<file path="config.mk">
export PLATFORM = sky130hd
export DESIGN_NAME = mem_access_stage_flat
export DESIGN_NICKNAME = d
export VERILOG_FILES = /design/src/rtl/mem_access_stage_if.sv /design/src/rtl/mem_access_stage.sv /design/src/flat_wrapper.sv
export SDC_FILE = /design/constraint.sdc
export NUM_CORES = 1
export LEC_CHECK = 0
export BUFFER_PORTS_ARGS = -buffer_cell sky130_fd_sc_hd__buf_2
export CAP_MARGIN = 15
export CORE_MARGIN = 8
export CORE_UTILIZATION = 28
export CTS_BUF_LIST = sky130_fd_sc_hd__clkbuf_8
export DETAILED_ROUTE_END_ITERATION = 8
export SLEW_MARGIN = 25
export SYNTH_ARGS = -nofsm -noshare
export SYNTH_HDL_FRONTEND = slang
export SYNTH_SLANG_ARGS = --single-unit
export TNS_END_PERCENT = 10
</file>
<file path="constraint.sdc">
create_clock -name clk -period 2.3 [get_ports clk]
set_input_delay 0.115 -clock clk [delete_from_list [all_inputs] [get_ports clk]]
set_output_delay 0.115 -clock clk [all_outputs]
set_load 0.03 [all_outputs]
</file>
<file path="src/rtl/mem_access_stage_if.sv">
// Data-memory bus between the memory-access stage (master) and data memory (slave):
// request/ack handshake with word address, write enable, store data and load data.
interface mem_access_stage_if #(
    parameter int DATA_W = 32
) ();
    logic              dmemReq;
    logic              dmemWe;
    logic [DATA_W-1:0] dmemAddr;
    logic [DATA_W-1:0] dmemWdata;
    logic [DATA_W-1:0] dmemRdata;
    logic              dmemAck;

    modport master (
        output dmemReq, dmemWe, dmemAddr, dmemWdata,
        input  dmemRdata, dmemAck
    );

    modport slave (
        input  dmemReq, dmemWe, dmemAddr, dmemWdata,
        output dmemRdata, dmemAck
    );
endinterface

</file>
<file path="src/rtl/mem_access_stage.sv">
// Memory stage of the 32-bit RISC pipeline: req/ack access to data memory with timeout abort,
// registered results for writeBack. Optional `MISALIGN_CHECK_EN aborts unaligned memory ops.
module mem_access_stage #(
    parameter int DATA_W     = 32,
    parameter int REG_ADDR_W = 5,
    parameter int TIMEOUT    = 15
) (
    input  logic                  clk,
    input  logic                  reset,
    input  logic                  exValid,
    output logic                  exReady,
    input  logic [DATA_W-1:0]     ALUresult,
    input  logic [DATA_W-1:0]     writeData,
    input  logic                  memRead,
    input  logic                  memWrite,
    input  logic                  memToReg,
    input  logic                  regWrite,
    input  logic [REG_ADDR_W-1:0] rd,
    mem_access_stage_if.master    dmem,
    output logic                  wbValid,
    output logic [DATA_W-1:0]     wbALUresult,
    output logic [DATA_W-1:0]     readData,
    output logic                  wbMemToReg,
    output logic                  wbRegWrite,
    output logic [REG_ADDR_W-1:0] wbRd,
    output logic                  busErr,
    output logic                  misaligned
);

    localparam int CNT_W = $clog2(TIMEOUT + 1);

    typedef enum logic {IDLE, BUSY} state_t;

    function automatic logic [DATA_W-1:0] word_addr(input logic [DATA_W-1:0] a);
        return {a[DATA_W-1:2], 2'b00};
    endfunction

    state_t                  state_q, state_d;
    logic [CNT_W-1:0]        cnt_q, cnt_d;

    logic                    is_mem;
    logic                    mis_op;
    logic                    ld_p0;

    logic [DATA_W-1:0]       addr_p0;
    logic [DATA_W-1:0]       wdata_p0;
    logic [DATA_W-1:0]       alu_p0;
    logic                    we_p0;
    logic                    mtr_p0;
    logic                    rw_p0;
    logic [REG_ADDR_W-1:0]   rd_p0;

    logic                    vld_d;
    logic [DATA_W-1:0]       alu_d;
    logic [DATA_W-1:0]       rdat_d;
    logic                    mtr_d;
    logic                    rw_d;
    logic [REG_ADDR_W-1:0]   rd_d;
    logic                    berr_d;
    logic                    mis_d;

    assign is_mem = memRead | memWrite;
`ifdef MISALIGN_CHECK_EN
    assign mis_op = is_mem & (ALUresult[1:0] != 2'b00);
`else
    assign mis_op = 1'b0;
`endif

    assign exReady        = (state_q == IDLE);
    assign dmem.dmemReq   = (state_q == BUSY);
    assign dmem.dmemWe    = we_p0;
    assign dmem.dmemAddr  = addr_p0;
    assign dmem.dmemWdata = wdata_p0;

    always_comb begin
        state_d = state_q;
        cnt_d   = cnt_q;
        ld_p0   = 1'b0;
        vld_d   = 1'b0;
        berr_d  = 1'b0;
        mis_d   = 1'b0;
        alu_d   = wbALUresult;
        rdat_d  = readData;
        mtr_d   = wbMemToReg;
        rw_d    = wbRegWrite;
        rd_d    = wbRd;
        case (state_q)
            IDLE: begin
                if (exValid) begin
                    cnt_d = '0;
                    if (is_mem && !mis_op) begin
                        state_d = BUSY;
                        ld_p0   = 1'b1;
                    end else begin
                        // Non-memory and rejected misaligned ops retire straight from the inputs.
                        vld_d  = 1'b1;
                        alu_d  = ALUresult;
                        rdat_d = '0;
                        mtr_d  = memToReg;
                        rw_d   = regWrite & ~mis_op;
                        rd_d   = rd;
                        mis_d  = mis_op;
                    end
                end
            end
            BUSY: begin
                if (dmem.dmemAck) begin
                    state_d = IDLE;
                    vld_d   = 1'b1;
                    alu_d   = alu_p0;
                    rdat_d  = we_p0 ? '0 : dmem.dmemRdata;
                    mtr_d   = mtr_p0;
                    rw_d    = rw_p0;
                    rd_d    = rd_p0;
                end else if (cnt_q == CNT_W'(TIMEOUT - 1)) begin
                    // Last allowed unacked cycle: abort and retire without a register write.
                    state_d = IDLE;
                    vld_d   = 1'b1;
                    alu_d   = alu_p0;
                    rdat_d  = '0;
                    mtr_d   = mtr_p0;
                    rw_d    = 1'b0;
                    rd_d    = rd_p0;
                    berr_d  = 1'b1;
                end else begin
                    cnt_d = cnt_q + CNT_W'(1);
                end
            end
        endcase
    end

    // p0: request registers captured at accept; outputs: writeBack registers
    always_ff @(posedge clk) begin
        if (reset) begin
            state_q     <= IDLE;
            cnt_q       <= '0;
            addr_p0     <= '0;
            wdata_p0    <= '0;
            alu_p0      <= '0;
            we_p0       <= 1'b0;
            mtr_p0      <= 1'b0;
            rw_p0       <= 1'b0;
            rd_p0       <= '0;
            wbValid     <= 1'b0;
            wbALUresult <= '0;
            readData    <= '0;
            wbMemToReg  <= 1'b0;
            wbRegWrite  <= 1'b0;
            wbRd        <= '0;
            busErr      <= 1'b0;
            misaligned  <= 1'b0;
        end else begin
            state_q     <= state_d;
            cnt_q       <= cnt_d;
            if (ld_p0) begin
                addr_p0  <= word_addr(ALUresult);
                wdata_p0 <= writeData;
                alu_p0   <= ALUresult;
                we_p0    <= memWrite;
                mtr_p0   <= memToReg;
                rw_p0    <= regWrite;
                rd_p0    <= rd;
            end
            wbValid     <= vld_d;
            wbALUresult <= alu_d;
            readData    <= rdat_d;
            wbMemToReg  <= mtr_d;
            wbRegWrite  <= rw_d;
            wbRd        <= rd_d;
            busErr      <= berr_d;
            misaligned  <= mis_d;
        end
    end

endmodule

</file>
<file path="src/flat_wrapper.sv">
// flat-port wrapper written by rule: the top's interface ports become plain ports
module mem_access_stage_flat 
#(
    parameter int DATA_W     = 32,
    parameter int REG_ADDR_W = 5,
    parameter int TIMEOUT    = 15
)
  (clk, reset, exValid, exReady, ALUresult, writeData, memRead, memWrite, memToReg, regWrite, rd, wbValid, wbALUresult, readData, wbMemToReg, wbRegWrite, wbRd, busErr, misaligned, dmem_dmemReq, dmem_dmemWe, dmem_dmemAddr, dmem_dmemWdata, dmem_dmemRdata, dmem_dmemAck);
  mem_access_stage_if #(.DATA_W(DATA_W)) dmem_i ();
  input  logic clk;
  input  logic reset;
  input  logic exValid;
  output logic exReady;
  input  logic [DATA_W-1:0] ALUresult;
  input  logic [DATA_W-1:0] writeData;
  input  logic memRead;
  input  logic memWrite;
  input  logic memToReg;
  input  logic regWrite;
  input  logic [REG_ADDR_W-1:0] rd;
  output logic wbValid;
  output logic [DATA_W-1:0] wbALUresult;
  output logic [DATA_W-1:0] readData;
  output logic wbMemToReg;
  output logic wbRegWrite;
  output logic [REG_ADDR_W-1:0] wbRd;
  output logic busErr;
  output logic misaligned;
  output wire logic [$bits(dmem_i.dmemReq)-1:0] dmem_dmemReq;
  output wire logic [$bits(dmem_i.dmemWe)-1:0] dmem_dmemWe;
  output wire logic [$bits(dmem_i.dmemAddr)-1:0] dmem_dmemAddr;
  output wire logic [$bits(dmem_i.dmemWdata)-1:0] dmem_dmemWdata;
  input wire logic [$bits(dmem_i.dmemRdata)-1:0] dmem_dmemRdata;
  input wire logic [$bits(dmem_i.dmemAck)-1:0] dmem_dmemAck;
  assign dmem_dmemReq = dmem_i.dmemReq;
  assign dmem_dmemWe = dmem_i.dmemWe;
  assign dmem_dmemAddr = dmem_i.dmemAddr;
  assign dmem_dmemWdata = dmem_i.dmemWdata;
  assign dmem_i.dmemRdata = dmem_dmemRdata;
  assign dmem_i.dmemAck = dmem_dmemAck;
  mem_access_stage #(.DATA_W(DATA_W), .REG_ADDR_W(REG_ADDR_W), .TIMEOUT(TIMEOUT)) u_core (.clk(clk), .reset(reset), .exValid(exValid), .exReady(exReady), .ALUresult(ALUresult), .writeData(writeData), .memRead(memRead), .memWrite(memWrite), .memToReg(memToReg), .regWrite(regWrite), .rd(rd), .dmem(dmem_i), .wbValid(wbValid), .wbALUresult(wbALUresult), .readData(readData), .wbMemToReg(wbMemToReg), .wbRegWrite(wbRegWrite), .wbRd(wbRd), .busErr(busErr), .misaligned(misaligned));
endmodule
</file>
Yosys cells after proc, flatten, opt, wreduce, memory -nomap -nowiden
Cells that the tools add are included.

Input bits: 109. Word-level logic and storage cells: 69. Register bits: 180.

Bitwise operators: 2. Add/sub/neg operators: 1. Multiplexer cells: 41. Reduce and logical (&&, ||, !) cells: 3. Equality and inequality tests: 6.

Operators with widths (count): $mux 32 (9); $pmux 32 s2 (2); $mux 5 (4); $mux 1 (17); $mux 4 (3); $pmux 5 s2 (1); $ne 2x2->1 const B (4); $pmux 1 s2 (4); $pmux 4 s2 (1); $reduce_and 3->1 (2); $add 4x1->4 const B (1); $eq 4x4->1 const B (1); $ne 3x3->1 const B (1); $reduce_or 3->1 (1); $not 1->1 (1); $or 1x1->1 (1).

Depth between registers and ports, before layout
Depth in word-level cells: 4. Gate-level depth with buffers: 8. Mapped depth without buffers: 5.

Worst setup path before layout
No wires, ideal clock.

Path type: register to register. Start: register u_core.cnt_q[0]. End: register u_core.wbRegWrite. Stages on the path, launching flop included: 8. Slack: 643 ps. Clock period less this slack: 1657 ps. Data arrival time: 1536 ps. Library setup time: 121 ps. Buffers on the path: 2. Cell sequence: dfxtp_1 inv_1 ha_1 and3_1 buf_6 o22ai_2 buf_6 mux2_2.

Cells in the longest elaborated chain, start to end: 3.

Ends and longest elaborated chain: start: declaration (line mem_access_stage.sv:39) `logic [CNT_W-1:0] cnt_q, cnt_d;`; start signal: assignment (line mem_access_stage.sv:154) `cnt_q <= cnt_d;`; $eq 4x4->1 (line mem_access_stage.sv:115) `end else if (cnt_q == CNT_W'(TIMEOUT - 1)) begin`; $ne 3x3->1 (no line); $reduce_and 3->1 (no line); end signal: assignment (line mem_access_stage.sv:168) `wbRegWrite <= rw_d;`; end: declaration (line mem_access_stage.sv:24) `output logic wbRegWrite,`.

Every way passes these cells. A chain may end at the register's enable or synchronous reset.

Final worst setup path
Start: register u_core.state_q (netlist: u_core.dmem.dmemReq). End: register u_core.alu_p0[18].

Cells in the longest elaborated chain, start to end: 1.

Ends and longest elaborated chain: start: declaration (line mem_access_stage.sv:38) `state_t state_q, state_d;`; start signal: assignment (line mem_access_stage.sv:153) `state_q <= state_d;`; $mux 1 (line mem_access_stage.sv:87) `case (state_q)`; end signal: assignment (line mem_access_stage.sv:158) `alu_p0 <= ALUresult;`; end: declaration (line mem_access_stage.sv:47) `logic [DATA_W-1:0] alu_p0;`.

Every way passes these cells.

==> flow_summary.json <==
{
  "run_status": "complete, no violations",
  "yosysSeqAreaShare_pct": 46.9,
  "arrival_ns": 2.47,
  "avgViaCountPerCell": 4.78,
  "design_area_mm2": 0.00914,
  "hold_viol": 0,
  "initial_core_util_pct": 28.4,
  "clock_sinks": 150,
  "grt_max_degree": 90,
  "nets": 1093,
  "fin_skew_ns": 0.0155,
  "numCtsBuffers": 17,
  "syn_to_final_growth_pct": 42.8,
  "synth.most_common_cell": "dfxtp_1",
  "period_needed_ns": 2.08,
  "port-buffer-count": 246,
  "critPathTopFamily": "buffers and inverters",
  "via_count": 6124,
  "whs_ns": 0.0394,
  "cts_root_buffer": "clkbuf_8",
  "path_class": "flip-flop to flip-flop",
  "synth-edff-count": 0,
  "max_slew_margin_pct": 46.0,
  "cp_max_fo": 38,
  "synth.area.top_cells": "dfxtp_1 47%, mux2_2 6.9%, mux2i_1 6.1%",
  "synthCells": 693,
  "yosysTopAreaCellShare_pct": 46.9,
  "ys_warn_count": 0,
  "final_layout_size_suffix_gt1_share_pct": 34.5,
  "rows": 55,
  "cp_cell_sequence": "buf_4 -> nand2b_2 -> buf_4 -> o21ai_0 -> a21oi_1 -> dlygate4sd3_1",
  "fmax_mhz": 481,
  "worst_ep_required_time_ns": 2.69,
  "hold_path_class": "input pin to flip-flop",
  "wl_per_cell_um": 17.0,
  "ys.flop_type": "dfxtp_1",
  "die_h_um": 167,
  "cellLeakagePower_nw": 4.15,
  "slowest_stage": "dlygate4sd3_1",
  "dr_wl_met3_mm": 1.54,
  "finalNonFillerCells": 1280,
  "die_x_um": 167,
  "post_cts_resized": 0,
  "drtAntennaViolNets": 0,
  "finalWirelength_mm": 21.7,
  "core_mm2": 0.0225,
  "htreeDepth": 4,
  "fill_cells": 2193,
  "clk_pin_slew_ns": 0.09,
  "p_per_area_mw_per_mm2": 698,
  "die-area_mm2": 0.0279,
  "ys_ff_latch": 150,
  "cap_violations": 0,
  "ys_types": 37,
  "max_stage_delay_ns": 0.57,
  "grt_overflow": 0,
  "worst_path_most_repeated_cell": "buf_4",
  "drt-met1-wl_mm": 8.98,
  "synth_area_mm2": 0.00640,
  "antenna_found_initial": 0,
  "finalSetupViolCount": 0,
  "drtIter0Drc": 327,
  "synth_top_area_cell": "dfxtp_1",
  "ir_drop_mv": 0.369,
  "routed.top_layer": "met4",
  "placed_area_mm2": 0.00760,
  "antenna_cells": 0,
  "period_share_pct": 90.4,
  "grt_pass1_wl_mm": 34.4,
  "final.setup.tns_ns": 0,
  "area.sequential_mm2": 0.00300,
  "synth_commonest_cells": "150 x dfxtp_1, 77 x nand2_1, 75 x a21oi_1",
  "dr.pass1.iters": 5,
  "grt_usage_pct": 15.2,
  "cp-start-kind": "flip-flop",
  "slew_violations": 0,
  "syn_area_per_cell_um2": 9.23,
  "place_congestion": 0.725,
  "multi_input_area_mm2": 0.00281,
  "tritoncts": "done",
  "grt_pass1_vias": 6376,
  "path_buf_inv": 3,
  "clockBufferDepth": 2,
  "synthArstFlopShare_pct": 0,
  "drc": 0,
  "routed-wl-met2_mm": 10.8,
  "placed_cells": 1139,
  "clk_latency_ns": 0.45,
  "worst_pin_slew_ns": 0.810,
  "boundaryPins": 250,
  "rsz0062_at_grt": "false",
  "hpwl_mm": 14.1,
  "critPathCaptureType": "flip-flop"
}
## state kept, by name (all words and copies together) (netlist names)
signal and cells:
u_core.dmem.dmemAddr 1, u_core.wbRegWrite 1, u_core.alu_p0 31, u_core.dmem.dmemReq 1, u_core.cnt_q 4, u_core.wbRd 5, u_core.rd_p0 5, u_core.rw_p0 1
u_core.wbMemToReg 1, u_core.wbALUresult 32, u_core.dmem.dmemWdata 32, u_core.mtr_p0 1, u_core.dmem.dmemWe 1, u_core.readData 32, u_core.wbValid 1, u_core.busErr 1
## metrics by stage
stage	setup slack, ns	total power, mW	utilization, %
finish	0.221	6.38	40.6
global route	0.0389	6.69	40.6
CTS	0.241	6.49	40.6
detailed placement	0.414	3.99	33.8
global placement	0.438	3.98	33.8
floorplan	0.643	3.65	-
## logic make-up after synthesis
logic type / Yosys count / synth area share, %
flip-flops: 150 / 46.9
adder cells (fa/ha/maj): 2 / 0.391
other: 1 / 0.0586
AND/OR/NAND/NOR: 168 / 12.2
AO/OA/AOI/OAI: 187 / 17.6
multiplexers: 78 / 13.0
buffers and inverters: 107 / 9.84
## layout make-up
| cell class | count | share of cell area (%) |
|---|---|---|
| multi-input cells | 438 | 30.7 |
| clock buffers | 18 | 2.71 |
| well taps | 285 | 3.90 |
| inverters | 4 | 0.178 |
| repair buffers | 371 | 27.4 |
| clock inverters | 14 | 2.18 |
| flip-flops and latches | 150 | 32.9 |
## timing repair
item | 4_1_cts | 5_1_grt
buffers inserted | 0 | 0
hold buffers | 109 | 0
hold endpoints to repair | 104 | 0
## per-layer routing
layer / vias to the layer above / track usage [%]
met5: - / 0
met4: 0 / 5.63
met3: 25 / 4.98
met2: 190 / 26.6
met1: 2906 / 17.0
li1: 3003 / -
## worst paths after layout
check	start	endpoint	slack, ns	depth (start not counted)
min reg2reg	u_core.wbALUresult[0]	u_core.wbALUresult[0]	0.46	2
min	reset	u_core.alu_p0[21]	0.04	2
max	u_core.dmem.dmemReq	u_core.alu_p0[18]	0.22	6
max reg2reg	u_core.dmem.dmemReq	u_core.alu_p0[18]	0.22	6
## power breakdown
group,total [mW],switching (mW),internal (mW)
Clock,2.31,1.08,1.23
Sequential,2.81,0.0750,2.74
Combinational,1.26,0.756,0.501
Total,6.38,1.92,4.46
## layout by cell type (no fill, tap or decap), drive strengths merged, types with 3 or more instances in the layout
master	instances
nand2	77
clkinv	5
a32o	32
bufinv	4
nand3	74
mux2	39
mux2i	39
a21oi	75
clkbuf	18
nor2	4
inv	7
conb	3
nand2b	3
buf	262
dfxtp	150
dlygate4sd3	109
o21ai	72
No activity file was read; power rests on OpenSTA's default activity.
